--- src/rtl/decode_issue_ctrl.sv ---
// Decode issue controller: scoreboard hazards, multiplier sequencing,
// redirect squash and HALT hold between fetch and decode.
module decode_issue_ctrl #(
    parameter logic [4:0] OP_BRANCH = 5'h10,
    parameter logic [4:0] OP_STORE  = 5'h0F,
    parameter logic [4:0] OP_MUL    = 5'h03,
    parameter logic [4:0] OP_HALT   = 5'h1F,
    parameter int         MUL_LAT   = 4,
    parameter int         FLUSH_LEN = 1
) (
    input  logic        clk,
    input  logic        rst_n,
    input  logic        id_valid,
    input  logic [4:0]  opcode,
    input  logic        immediate_bit,
    input  logic [3:0]  rd,
    input  logic [3:0]  rs1,
    input  logic [3:0]  rs2,
    input  logic        wb_valid,
    input  logic [3:0]  wb_rd,
    input  logic        ex_redirect,
    input  logic        resume,
    output logic        id_issue,
    output logic        fetch_stall,
    output logic        dec_flush,
    output logic        halted,
    output logic [15:0] busy_vec
);

    localparam int MW = $clog2(MUL_LAT + 1);
    localparam int FW = $clog2(FLUSH_LEN + 1);

    typedef enum logic [1:0] {
        RUN,
        FLUSH,
        HALT
    } state_t;

    state_t        state;
    state_t        state_nxt;
    logic [MW-1:0] mul_cnt;
    logic [FW-1:0] flush_cnt;
    logic [FW-1:0] flush_nxt;

    logic        uses_rs1;
    logic        uses_rs2;
    logic        reads_rd;
    logic        writes_rd;
    logic        is_mul;
    logic [15:0] wb_mask;
    logic [15:0] set_mask;
    logic [15:0] eff;
    logic        hazard;

    logic        issue_c;
    logic        stall_c;
    logic        flush_c;
    logic        halted_c;

    assign uses_rs1  = opcode != OP_BRANCH;
    assign uses_rs2  = !immediate_bit && opcode != OP_BRANCH;
    assign reads_rd  = opcode == OP_STORE;
    assign writes_rd = opcode != OP_BRANCH && opcode != OP_STORE
                    && opcode != OP_HALT;
    assign is_mul    = opcode == OP_MUL;

    // Register file is write-first, so a same-cycle writeback unblocks.
    assign wb_mask = wb_valid ? (16'h0001 << wb_rd) : 16'h0000;
    assign eff     = busy_vec & ~wb_mask;

    assign hazard = id_valid && (
                        (uses_rs1  && eff[rs1])
                     || (uses_rs2  && eff[rs2])
                     || (reads_rd  && eff[rd])
                     || (writes_rd && eff[rd])
                     || (is_mul    && mul_cnt != '0));

    always_comb begin
        issue_c   = 1'b0;
        stall_c   = 1'b0;
        flush_c   = 1'b0;
        halted_c  = 1'b0;
        state_nxt = state;
        flush_nxt = flush_cnt;
        unique case (state)
            RUN: begin
                if (ex_redirect) begin
                    flush_c   = 1'b1;
                    flush_nxt = FW'(FLUSH_LEN);
                    state_nxt = FLUSH;
                end else if (hazard) begin
                    stall_c = 1'b1;
                end else begin
                    issue_c = id_valid;
                    if (id_valid && opcode == OP_HALT)
                        state_nxt = HALT;
                end
            end
            FLUSH: begin
                flush_c = 1'b1;
                if (ex_redirect) begin
                    flush_nxt = FW'(FLUSH_LEN);
                end else begin
                    flush_nxt = flush_cnt - FW'(1);
                    if (flush_cnt <= FW'(1))
                        state_nxt = RUN;
                end
            end
            HALT: begin
                halted_c = 1'b1;
                stall_c  = 1'b1;
                if (resume)
                    state_nxt = RUN;
            end
            default: state_nxt = RUN;
        endcase
    end

    // All outputs are forced low while reset is held.
    assign id_issue    = rst_n & issue_c;
    assign fetch_stall = rst_n & stall_c;
    assign dec_flush   = rst_n & flush_c;
    assign halted      = rst_n & halted_c;

    assign set_mask = (id_issue && writes_rd) ? (16'h0001 << rd) : 16'h0000;

    always_ff @(posedge clk or negedge rst_n) begin
        if (!rst_n) begin
            state     <= RUN;
            flush_cnt <= '0;
            mul_cnt   <= '0;
            busy_vec  <= '0;
        end else begin
            state     <= state_nxt;
            flush_cnt <= flush_nxt;
            busy_vec  <= (busy_vec & ~wb_mask) | set_mask;
            if (id_issue && is_mul)
                mul_cnt <= MW'(MUL_LAT);
            else if (mul_cnt != '0)
                mul_cnt <= mul_cnt - MW'(1);
        end
    end

endmodule

--- config.mk ---
export PLATFORM = sky130hd
export DESIGN_NAME = decode_issue_ctrl
export DESIGN_NICKNAME = d
export VERILOG_FILES = /design/src/rtl/decode_issue_ctrl.sv
export SDC_FILE = /design/constraint.sdc
export NUM_CORES = 1
export LEC_CHECK = 0
export CAP_MARGIN = 20
export CELL_PAD_IN_SITES_DETAIL_PLACEMENT = 0
export CELL_PAD_IN_SITES_GLOBAL_PLACEMENT = 2
export CORE_MARGIN = 2
export CORE_UTILIZATION = 29
export CTS_CLUSTER_DIAMETER = 150
export DETAILED_ROUTE_END_ITERATION = 10
export MAX_ROUTING_LAYER = met4
export PLACE_DENSITY_LB_ADDON = 0.1
export RECOVER_POWER = 25
export SLEW_MARGIN = 10
export SYNTH_ARGS = -nofsm -noshare
export SYNTH_HDL_FRONTEND = slang
export SYNTH_SLANG_ARGS = --single-unit
--- constraint.sdc ---
create_clock -name clk -period 3.3 [get_ports clk]
set_input_delay 0.495 -clock clk [delete_from_list [all_inputs] [get_ports clk]]
set_output_delay 0.495 -clock clk [all_outputs]
set_load 0.02 [all_outputs]
==> qor.csv <==
metric,value,unit
outcome,"complete, no violations",
Detailed Routing Iterations Pass 1,4,
Avg Vias per Cell,5.37,
Ys Warns,0,
dpl cell area,2830,µm²
final setup vio count,0,
net total in the final layout,339,
register bit total from synthesis,21,
Gate Count Post-Synth,195,
ys async rst share,1.00,
layout cell share with drive strength beyond 1,0.390,
final design area excluding fillers,3020,µm²
Tightest Pin Transition,1.20,ns
ANT cells,0,
max-slew violations,0,
Die Width,82.9,µm
Iter 0 DRT Violations,136,
first-pass GRT wire length,10800,µm
Leak,1.27,nW
# IOs,48,
clk root buf,clkbuf_8,
CTS tree,done,
overall power,0.931,mW
clk_lat worst skew,0.27,ns
ys flop type,dfrtp_1,
HPWL Detailed,5350,µm
Hold Fails Final Rpt,0,
Global Route Usage Sum,0.198,
Clock Path Buffers,2,
Final min period,3.19,ns
fin cells,383,
register area share after synthesis,0.291,
Peak VDD IR,0.163,mV
Post-Syn Area,1800,µm²
initial antenna violation count,0,
P&R area growth vs syn,67.2,%
Tcrit/Tclk final,0.966,
Detailed Route WL,6780,µm
die area,6870,µm²
MaxCap Viol Count,0,
R2R depth,8,
Final GP Congestion,0.930,
Routed wire per std cell,17.7,µm
Setup crit start kind,input port,
WHS,0.550,ns
vias in the first global route,2127,
GR Overflow Total,0,
Starting Density,0.303,
PortBufs,47,
hold crit path type,reg2reg,
Peak Freq,314,MHz
CP arrival,2.69,ns
Sink Count,21,
Worst-path clk slew,0.08,ns
RSZ-0062 raised after global routing,no,
Power per Cell Area,309,nW/µm²
Hold Buf Count CTS,0,
dpl cells,375,
core area,5960,µm²
Post-Syn Nets,225,
worst hold path depth,2,
DRC,0,
Die Height,82.9,µm
clock buffer count from CTS,3,
number of H-tree levels,1,
DR vias,2055,
largest net degree at the start of global routing,22,
worst relative slew slack,0.199,
Synth cell types,54,
syn_area_per_cell,9.25,µm²
number of flops mapped to enable cells by yosys,0,
Clock Skews,0.00356,ns
"Req. time, crit path",2.80,ns
crit path capture type,primary output,
Crit Path Max Fanout,7,
CP Class,in2out,
FP Rows,28,
post-route ant nets,0,
## layout by cell type, fill, tap and decap left out, types with 7 or more instances in the layout
master,n
buf_4,72
clkdlybuf4s50_1,38
dfrtp_1,21
nor2_1,11
nand2_1,10
nor2b_1,9
inv_1,7
or3_1,7
or2_2,7
o31ai_1,7
## final cells by class
class / count / area [µm²]
Fill cell: 565 / 2940
Multi-Input combinational cell: 155 / 1300
Timing Repair Buffer: 121 / 1030
Sequential cell: 21 / 526
Tap cell: 75 / 93.8
Clock buffer: 3 / 41.3
Inverter: 7 / 26.3
Clock inverter: 1 / 5.00
## logic make-up after synthesis
group | after synthesis | synth area share
fa+ha+maj | 2 | 0.0139
compound gates | 67 | 0.315
xor+xnor | 1 | 0.00486
flops | 21 | 0.291
mux | 8 | 0.0680
buf+inv | 19 | 0.0506
simple gates | 77 | 0.257
## stage by stage
stage	setup WS, ns	utilization	TNS [ns]
6_report	0.111	0.507	0
5_1_grt	0.00920	0.507	0
4_1_cts	0.000555	0.499	0
3_5_place_dp	-0.661	0.475	-2.49
3_3_place_gp	-0.577	0.475	-1.15
2_1_floorplan	0.356	-	0
## cells in the mapped netlist, types with 4 or more instances
| library cell | count | area, µm² |
|---|---|---|
| a21oi_1 | 4 | 20.0 |
| a22oi_1 | 4 | 30.0 |
| buf_1 | 4 | 15.0 |
| clkbuf_1 | 4 | 15.0 |
| dfrtp_1 | 21 | 526 |
| inv_1 | 7 | 26.3 |
| mux2i_1 | 4 | 40.0 |
| nand2_1 | 11 | 41.3 |
| nand2b_1 | 7 | 43.8 |
| nor2_1 | 11 | 41.3 |
| nor2b_1 | 9 | 56.3 |
| o211ai_1 | 4 | 30.0 |
| o21ai_0 | 11 | 55.1 |
| o31ai_1 | 11 | 82.6 |
| o41ai_1 | 6 | 52.6 |
| o41ai_2 | 5 | 81.3 |
| or2_2 | 7 | 43.8 |
| or3_1 | 7 | 43.8 |
## state kept, by name, summed over array words and instances, names as in the netlist
name / flops
busy_vec: 16
state: 2
mul_cnt: 3
## worst paths after layout
kind | start | end | slack (ns)
setup / recovery | wb_valid | id_issue | 0.11
hold / removal | state[0] | state[1] | 0.55
setup reg to reg | mul_cnt[0] | busy_vec[7] | 1.07
hold reg to reg | state[0] | state[1] | 0.55
max in group asynchronous | rst_n | busy_vec[3] | 1.48
min in group asynchronous | rst_n | state[0] | 1.12
## critical path: stages
cell and delay, ns:
dlygate4sd2_1 0.34, nand2b_4 0.16, o31ai_2 0.13, mux4_2 0.47, or3_1 0.39, o211a_4 0.17, a31o_4 0.24, nor3b_2 0.15
buf_4 0.15
## report_power, final
part | total [mW] | internal, mW | switching, mW | leakage, nW
clock network | 0.176 | 0.0844 | 0.0916 | 0.0255
registers | 0.315 | 0.291 | 0.0234 | 0.282
logic | 0.440 | 0.225 | 0.215 | 0.961
total | 0.931 | 0.601 | 0.330 | 1.27
## routing by layer
metal	track usage	routed length (µm)	share of wire	vias up
met5	-	0	0	-
met4	0.0641	125	0.018	0
li1	-	-	-	993
met1	0.270	3210	0.47	993
met3	0.0169	269	0.040	10
met2	0.312	3170	0.47	59
## repair_timing
item                                    in CTS  in global routing
gates resized for setup                     36                  9
endpoints found under the setup margin       2                  2
pin swaps                                    5                  4
buffers inserted                             2                  2
(Power assumes the default switching activity.)
